$ cat config.mk
export PLATFORM = sky130hd
export DESIGN_NAME = pipeline_ctrl
export DESIGN_NICKNAME = d
export VERILOG_FILES = /design/src/rtl/pipeline_ctrl.sv
export SDC_FILE = /design/constraint.sdc
export NUM_CORES = 1
export LEC_CHECK = 0
export CORE_MARGIN = 4
export CORE_UTILIZATION = 50
export DETAILED_ROUTE_END_ITERATION = 8
export MAX_ROUTING_LAYER = met4
export PLACE_DENSITY = 0.87
export SYNTH_ARGS = -nofsm -noshare
export SYNTH_HDL_FRONTEND = slang
export SYNTH_SLANG_ARGS = --single-unit
$ cat constraint.sdc
create_clock -name clk -period 4.55 [get_ports clk]
set_clock_uncertainty 0.1 [all_clocks]
set_input_delay 0.455 -clock clk [delete_from_list [all_inputs] [get_ports clk]]
set_output_delay 0.455 -clock clk [all_outputs]
set_load 0.01 [all_outputs]
$ cat src/rtl/pipeline_ctrl.sv
// Hazard and stall controller for the 5-stage pipeline: register enables, NOP
// insertion for load-use, taken branches, mul/div waits and memory wait states.
module pipeline_ctrl #(
    parameter int unsigned n = 32,
    parameter int unsigned m = 5
) (
    input  logic         clk,
    input  logic         rst,
    input  logic         ID_EX_MemRead,
    input  logic [m-1:0] ID_EX_rd,
    input  logic [m-1:0] IF_ID_rs1,
    input  logic [m-1:0] IF_ID_rs2,
    input  logic         IF_ID_use_rs1,
    input  logic         IF_ID_use_rs2,
    input  logic         EX_branch_taken,
    input  logic         EX_muldiv_start,
    input  logic         muldiv_done,
    input  logic         MEM_mem_req,
    input  logic         dmem_ready,
    input  logic         imem_ready,
    output logic         pc_write,
    output logic         IF_ID_write,
    output logic         ID_EX_write,
    output logic         EX_MEM_write,
    output logic         MEM_WB_write,
    output logic         IF_ID_flush,
    output logic         ID_EX_flush,
    output logic         EX_MEM_flush,
    output logic [n-1:0] stall_cycles,
    output logic [1:0]   ctrl_state
);

    typedef enum logic [1:0] {
        StRun    = 2'b00,
        StMdWait = 2'b01,
        StDmWait = 2'b10
    } state_e;

    state_e       state_q, state_d;
    logic         ret_md_q, ret_md_d;
    logic         redirect_pending_q, redirect_pending_d;
    logic [n-1:0] stall_cnt_q, stall_cnt_d;

    logic rs1_hit, rs2_hit, load_use, dmem_freeze, muldiv_wait;

    assign rs1_hit     = IF_ID_use_rs1 && (IF_ID_rs1 == ID_EX_rd);
    assign rs2_hit     = IF_ID_use_rs2 && (IF_ID_rs2 == ID_EX_rd);
    assign load_use    = ID_EX_MemRead && (ID_EX_rd != '0) && (rs1_hit || rs2_hit);
    assign dmem_freeze = !dmem_ready && (MEM_mem_req || (state_q == StDmWait));
    assign muldiv_wait = EX_muldiv_start && !muldiv_done;

    always_comb begin
        pc_write           = 1'b1;
        IF_ID_write        = 1'b1;
        ID_EX_write        = 1'b1;
        EX_MEM_write       = 1'b1;
        MEM_WB_write       = 1'b1;
        IF_ID_flush        = 1'b0;
        ID_EX_flush        = 1'b0;
        EX_MEM_flush       = 1'b0;
        state_d            = StRun;
        ret_md_d           = ret_md_q;
        redirect_pending_d = redirect_pending_q;

        if (rst) begin
            pc_write           = 1'b0;
            IF_ID_write        = 1'b0;
            ID_EX_write        = 1'b0;
            EX_MEM_write       = 1'b0;
            MEM_WB_write       = 1'b0;
            IF_ID_flush        = 1'b1;
            ID_EX_flush        = 1'b1;
            EX_MEM_flush       = 1'b1;
            ret_md_d           = 1'b0;
            redirect_pending_d = 1'b0;
        end else if (dmem_freeze) begin
            pc_write     = 1'b0;
            IF_ID_write  = 1'b0;
            ID_EX_write  = 1'b0;
            EX_MEM_write = 1'b0;
            MEM_WB_write = 1'b0;
            state_d      = StDmWait;
            if (state_q != StDmWait) begin
                ret_md_d = (state_q == StMdWait) || muldiv_wait;
            end
        end else if (muldiv_wait) begin
            // Back end drains behind a bubble while the mul/div holds EX.
            pc_write     = 1'b0;
            IF_ID_write  = 1'b0;
            ID_EX_write  = 1'b0;
            EX_MEM_flush = 1'b1;
            state_d      = StMdWait;
        end else if (EX_branch_taken) begin
            IF_ID_flush = 1'b1;
            ID_EX_flush = 1'b1;
            if (!imem_ready) begin
                redirect_pending_d = 1'b1;
            end
        end else if (load_use) begin
            pc_write    = 1'b0;
            IF_ID_write = 1'b0;
            ID_EX_flush = 1'b1;
        end else if (!imem_ready) begin
            pc_write    = 1'b0;
            IF_ID_flush = 1'b1;
        end

        // The stale wrong-path fetch is discarded only when IF/ID actually loads.
        if (redirect_pending_q && imem_ready && IF_ID_write) begin
            IF_ID_flush        = 1'b1;
            redirect_pending_d = 1'b0;
        end

        stall_cnt_d = stall_cnt_q;
        if (!IF_ID_write && (stall_cnt_q != '1)) begin
            stall_cnt_d = stall_cnt_q + n'(1);
        end
    end

    always_ff @(posedge clk) begin
        if (rst) begin
            state_q            <= StRun;
            ret_md_q           <= 1'b0;
            redirect_pending_q <= 1'b0;
            stall_cnt_q        <= '0;
        end else begin
            state_q            <= state_d;
            ret_md_q           <= ret_md_d;
            redirect_pending_q <= redirect_pending_d;
            stall_cnt_q        <= stall_cnt_d;
        end
    end

    assign stall_cycles = stall_cnt_q;
    assign ctrl_state   = state_q;

endmodule
# Word-level counts from Yosys, hierarchy flattened
# Cells that the tools add are included.
totals:
  word_cells: 63
  ff_bits: 35
  in_bits: 26
  out_inout_bits: 42
classes:
  muxes: 33
  n_addsub: 1
  n_reduce_logical: 18
  bitwise: 3
  n_eq_ne: 4
ops:
  columns: ["operator", "count"]
  rows:
  - ["$add A32 B1 Y32 const B", 1]
  - ["$mux W1", 32]
  - ["$ne A32 B32 Y1 const B", 1]
  - ["$eq A5 B5 Y1", 2]
  - ["$logic_and A1 B1 Y1", 9]
  - ["$reduce_bool A5 Y1", 1]
  - ["$reduce_and A4 Y1", 1]
  - ["$reduce_or A2 Y1", 2]
  - ["$logic_not A1 Y1", 3]
  - ["$not A1 Y1", 3]
  - ["$eq A2 B2 Y1 const B", 1]
  - ["$logic_or A1 B1 Y1", 2]
  - ["$mux W2", 1]

# Logic depth before layout (Yosys ltp)
logic_depth:
  ltp_word: 11
  depth_mapped: 9
  mapped_depth_nobuf: 7

# Worst setup path after synthesis
# Ideal clock, no wire load.
synth_path:
  path_kind: "input port to output port"
  start: "in ID_EX_rd[3]"
  end: "out IF_ID_flush"
  path_buffers: 1
  t_arrival_ps: 2059
  t_required_ps: 3995
  path_stages: 8
  path_slack_ps: 1936
  cell_sequence: "xor2_1 > nor4_2 > a32oi_1 > o21ai_4 > inv_2 > buf_2 > and2_1 > a221o_1"
synth_via:
  elab_chain_len: 11
  word_cells_on_any_way: 20
  cone_classes: "eq/ne: 2; mux: 11; reduce/logical: 7"
synth_rtl:
  columns: ["element", "line_no", "rtl"]
  rows:
  - ["start: declaration", "10", "input logic [m-1:0] ID_EX_rd,"]
  - ["$eq A5 B5 Y1, on equally long branches", "46, 47", null]
  - ["$logic_and A1 B1 Y1, on equally long branches", "46, 47", null]
  - ["$logic_or A1 B1 Y1", "48", "assign load_use = ID_EX_MemRead && (ID_EX_rd != '0) && (rs1_hit || rs2_hit);"]
  - ["$logic_and A1 B1 Y1 *", "48", null]
  - ["$mux W1", "99", "end else if (load_use) begin"]
  - ["$mux W1", "93", "end else if (EX_branch_taken) begin"]
  - ["$mux W1", "86", "end else if (muldiv_wait) begin"]
  - ["$mux W1", "76", "end else if (dmem_freeze) begin"]
  - ["$mux W1", "65", "if (rst) begin"]
  - ["$logic_and A1 B1 Y1", "109", "if (redirect_pending_q && imem_ready && IF_ID_write) begin"]
  - ["$mux W1 *", "109", null]
  - ["end: declaration", "26", "output logic IF_ID_flush,"]
# Mark *: on every way between the ends. The rest lies on a longest branch, timed or not.

# Worst setup path after layout
# Ends and elaborated chain as after synthesis.

==> impl_metrics.json <==
{
  "wl_met2_um": 2840,
  "hold_end": "stall_cycles[22]$_SDFFE_PP0P_",
  "critPathKind": "in -> out",
  "switching_share": 0.254,
  "synth_top_cell_area_share": 0.332,
  "fin_hold_ws_ns": 0.401,
  "synthFlopType": "dfxtp_1",
  "cp_cell_sequence": "clkdlybuf4s50_1, xor2_1, nor4_2, a32oi_1, o21ai_4, inv_2, and2_1, a221o_1, clkdlybuf4s50_1",
  "ctsHoldBuffers": 0,
  "top_layer": "met4",
  "drt_iter0_drc": 290,
  "p_per_area_nw_per_um2": 216,
  "drv_cap": 0,
  "cts_root_buf": "clkbuf_8",
  "drv_slew": 0,
  "synth.top_cells.by_area": "dfxtp_1, or4_1, a21oi_1",
  "async_flop_share": 0,
  "met3_length_um": 417,
  "syn_avg_cell_area_um2": 8.07,
  "yosysMostFrequentCell": "dfxtp_1",
  "clk_pin_slew_worst_paths_ns": 0.07,
  "whs_path_depth": 2,
  "via_count": 2323,
  "status": "complete, no violations",
  "num_io_pins": 68,
  "synth_seq_area_share": 0.332,
  "cts_max_level": 2,
  "synth-edff-count": 0,
  "switching_power_w": 0.000157,
  "synth_cells": 262,
  "die-area_um2": 5330,
  "period_needed_ns": 3.78,
  "worstPathArrival_ns": 3.22,
  "min_period_over_period": 0.830,
  "vias_per_cell": 6.24,
  "min_from": "stall_cycles[22]$_SDFFE_PP0P_",
  "regToRegSetupSlack_ns": 1.77,
  "post_drt_wl_per_cell_um": 15.2,
  "p_leak_nw": 0.848,
  "gr-total-overflow": 0,
  "syn2layout_area_growth_pct": 35.2,
  "worst_pin_slew_ns": 0.627,
  "synth_nets": 289,
  "cts_buffers": 5,
  "fmax_mhz": 265,
  "end_kind": "output pin",
  "place_congestion": 0.955,
  "worst_ep_required_time_ns": 3.99,
  "io_buffers": 67,
  "start_util": 0.521,
  "first_pass_iters": 4,
  "hp-class": "reg -> reg",
  "fin_nets": 350,
  "startpoint_type": "primary input",
  "cts_max_path_buffers": 2,
  "r2r-start": "stall_cycles[16]$_SDFFE_PP0P_",
  "setup_violations": 0,
  "clock_sinks": 35,
  "grt_pass1_vias": 2110,
  "fin_ws_ns": 0.773,
  "power_frac_seq": 0.509,
  "cts_post_setup_buffers_inserted": 0,
  "timing.rr.end": "stall_cycles[30]$_SDFFE_PP0P_",
  "ys_seq_elements": 35,
  "crit_fanout": 29,
  "critical_path.top_delay_family": "buffers and inverters",
  "coreArea_um2": 4060,
  "row_count": 23,
  "fin_tns_setup_ns": 0,
  "dpl.hpwl_um": 4120,
  "power.internal_w": 0.000459,
  "hold_viol_final": 0,
  "relSlewSlack": 0.579,
  "ant_nets": 0,
  "grt_pass1_wl_um": 9450,
  "crit_top_cell": "clkdlybuf4s50_1",
  "die_h_um": 73.0,
  "clockPowerShare": 0.339,
  "dieWidth_um": 73.0,
  "rsz0062_at_grt": "no",
  "clock_latency_ns": 0.29,
  "irDropWorstVdd_mv": 0.164,
  "syn_area_um2": 2110,
  "slowest_stage": "clkdlybuf4s50_1",
  "cts_tree": "built",
  "path_buf_inv": 3,
  "synth_commonest_cells": "dfxtp_1, a21oi_1, or4_1",
  "yosys_warnings": 0,
  "drive_above_1_share": 0.0590,
  "p_comb_frac": 0.152,
  "fillers": 360,
  "diodes": 0,
  "ys_types": 44,
  "cts-resized-gates": 0,
  "grt_max_degree": 43,
  "synth_top_area_cell": "dfxtp_1",
  "crit_path_max_incr_delay_ns": 0.49,
  "wl_um": 5660,
  "drc": 0,
  "pre_cts_ws_ns": 0.751,
  "track_usage": 0.228,
  "drt-met1-wl_um": 2300,
  "antenna_found_initial": 0,
  "worstRegToRegCells": 6
}
worst max path at each step:
stage,from,end,slack (ns),depth (start not counted)
floorplan,ID_EX_rd[3],IF_ID_flush,1.94,8
global placement,ID_EX_rd[3],IF_ID_flush,0.83,9
detailed placement,ID_EX_rd[3],IF_ID_flush,0.75,9
CTS,ID_EX_rd[3],IF_ID_flush,0.74,9
global route,ID_EX_rd[0],IF_ID_write,0.56,8
finish,ID_EX_rd[3],IF_ID_flush,0.77,9
routing by layer:
| metal | vias up | global-route usage |
|---|---|---|
| met5 | - | - |
| met4 | 0 | 0.0697 |
| met3 | 10 | 0.0551 |
| met2 | 81 | 0.385 |
| met1 | 1092 | 0.265 |
| li1 | 1140 | - |
sequential cells by signal, summed over array words and instances (netlist names):
signal / cells
redirect_pending_q: 1
stall_cycles: 32
ctrl_state: 2
cell type report:
type	count	area [um2]	share of cell area
Sequential cell	35	701	0.245
Timing Repair Buffer	70	693	0.243
Clock buffer	6	72.6	0.0254
Tap cell	50	62.6	0.0219
Inverter	4	15.0	0.00526
Multi-Input combinational cell	207	1310	0.459
logic make-up (layout without fill, tap and decap cells):
group,count (synthesis),in the layout,synth area share
compound gates,70,70,0.214
fa+ha+maj,1,1,0.00592
xor+xnor,10,10,0.0414
buf+inv,20,80,0.0474
flops,35,35,0.332
mux,2,2,0.0107
simple gates,124,124,0.349
placed cells by master (no fill, tap or decap), types with 3 or more instances in the layout:
cell type / instances
buf_4: 3
or4_1: 21
nand4_1: 12
nor4_1: 5
clkbuf_8: 5
nor3_1: 6
o21ai_0: 8
xor2_1: 8
nand2_1: 19
nand4b_1: 5
dfxtp_1: 35
clkdlybuf4s50_1: 67
o31ai_1: 19
a21oi_1: 31
nand2b_1: 4
nor2_1: 15
o41ai_1: 5
nand3_1: 11
inv_1: 3
or3_1: 9
nor2b_1: 4
through the flow:
step / area [um2] / power, W / std cells / util
final: 2860 / 0.000616 / 372 / 0.704
after global routing: 2860 / 0.000638 / 372 / 0.704
after CTS: 2860 / 0.000620 / 372 / 0.704
after detailed placement: 2780 / 0.000415 / 366 / 0.686
after global placement: 2780 / 0.000413 / 366 / 0.686
after floorplan: 2110 / 0.000368 / 262 / -
power by group through the flow:
stage	clock (W)	sequential, W	combinational [W]
after CTS	0.000212	0.000314	0.0000950
after floorplan	0	0.000321	0.0000467
after global routing	0.000221	0.000314	0.000103
after detailed placement	0	0.000321	0.0000948
final	0.000209	0.000314	0.0000938
after global placement	0	0.000321	0.0000928
tightest hold or removal path: cells and delay by family, from the launching register on:
family	cells	cell delay, ns
DFF	1	0.33
AOI/OAI and AO/OA	2	0.12
Power figures use the tool's default switching activity.
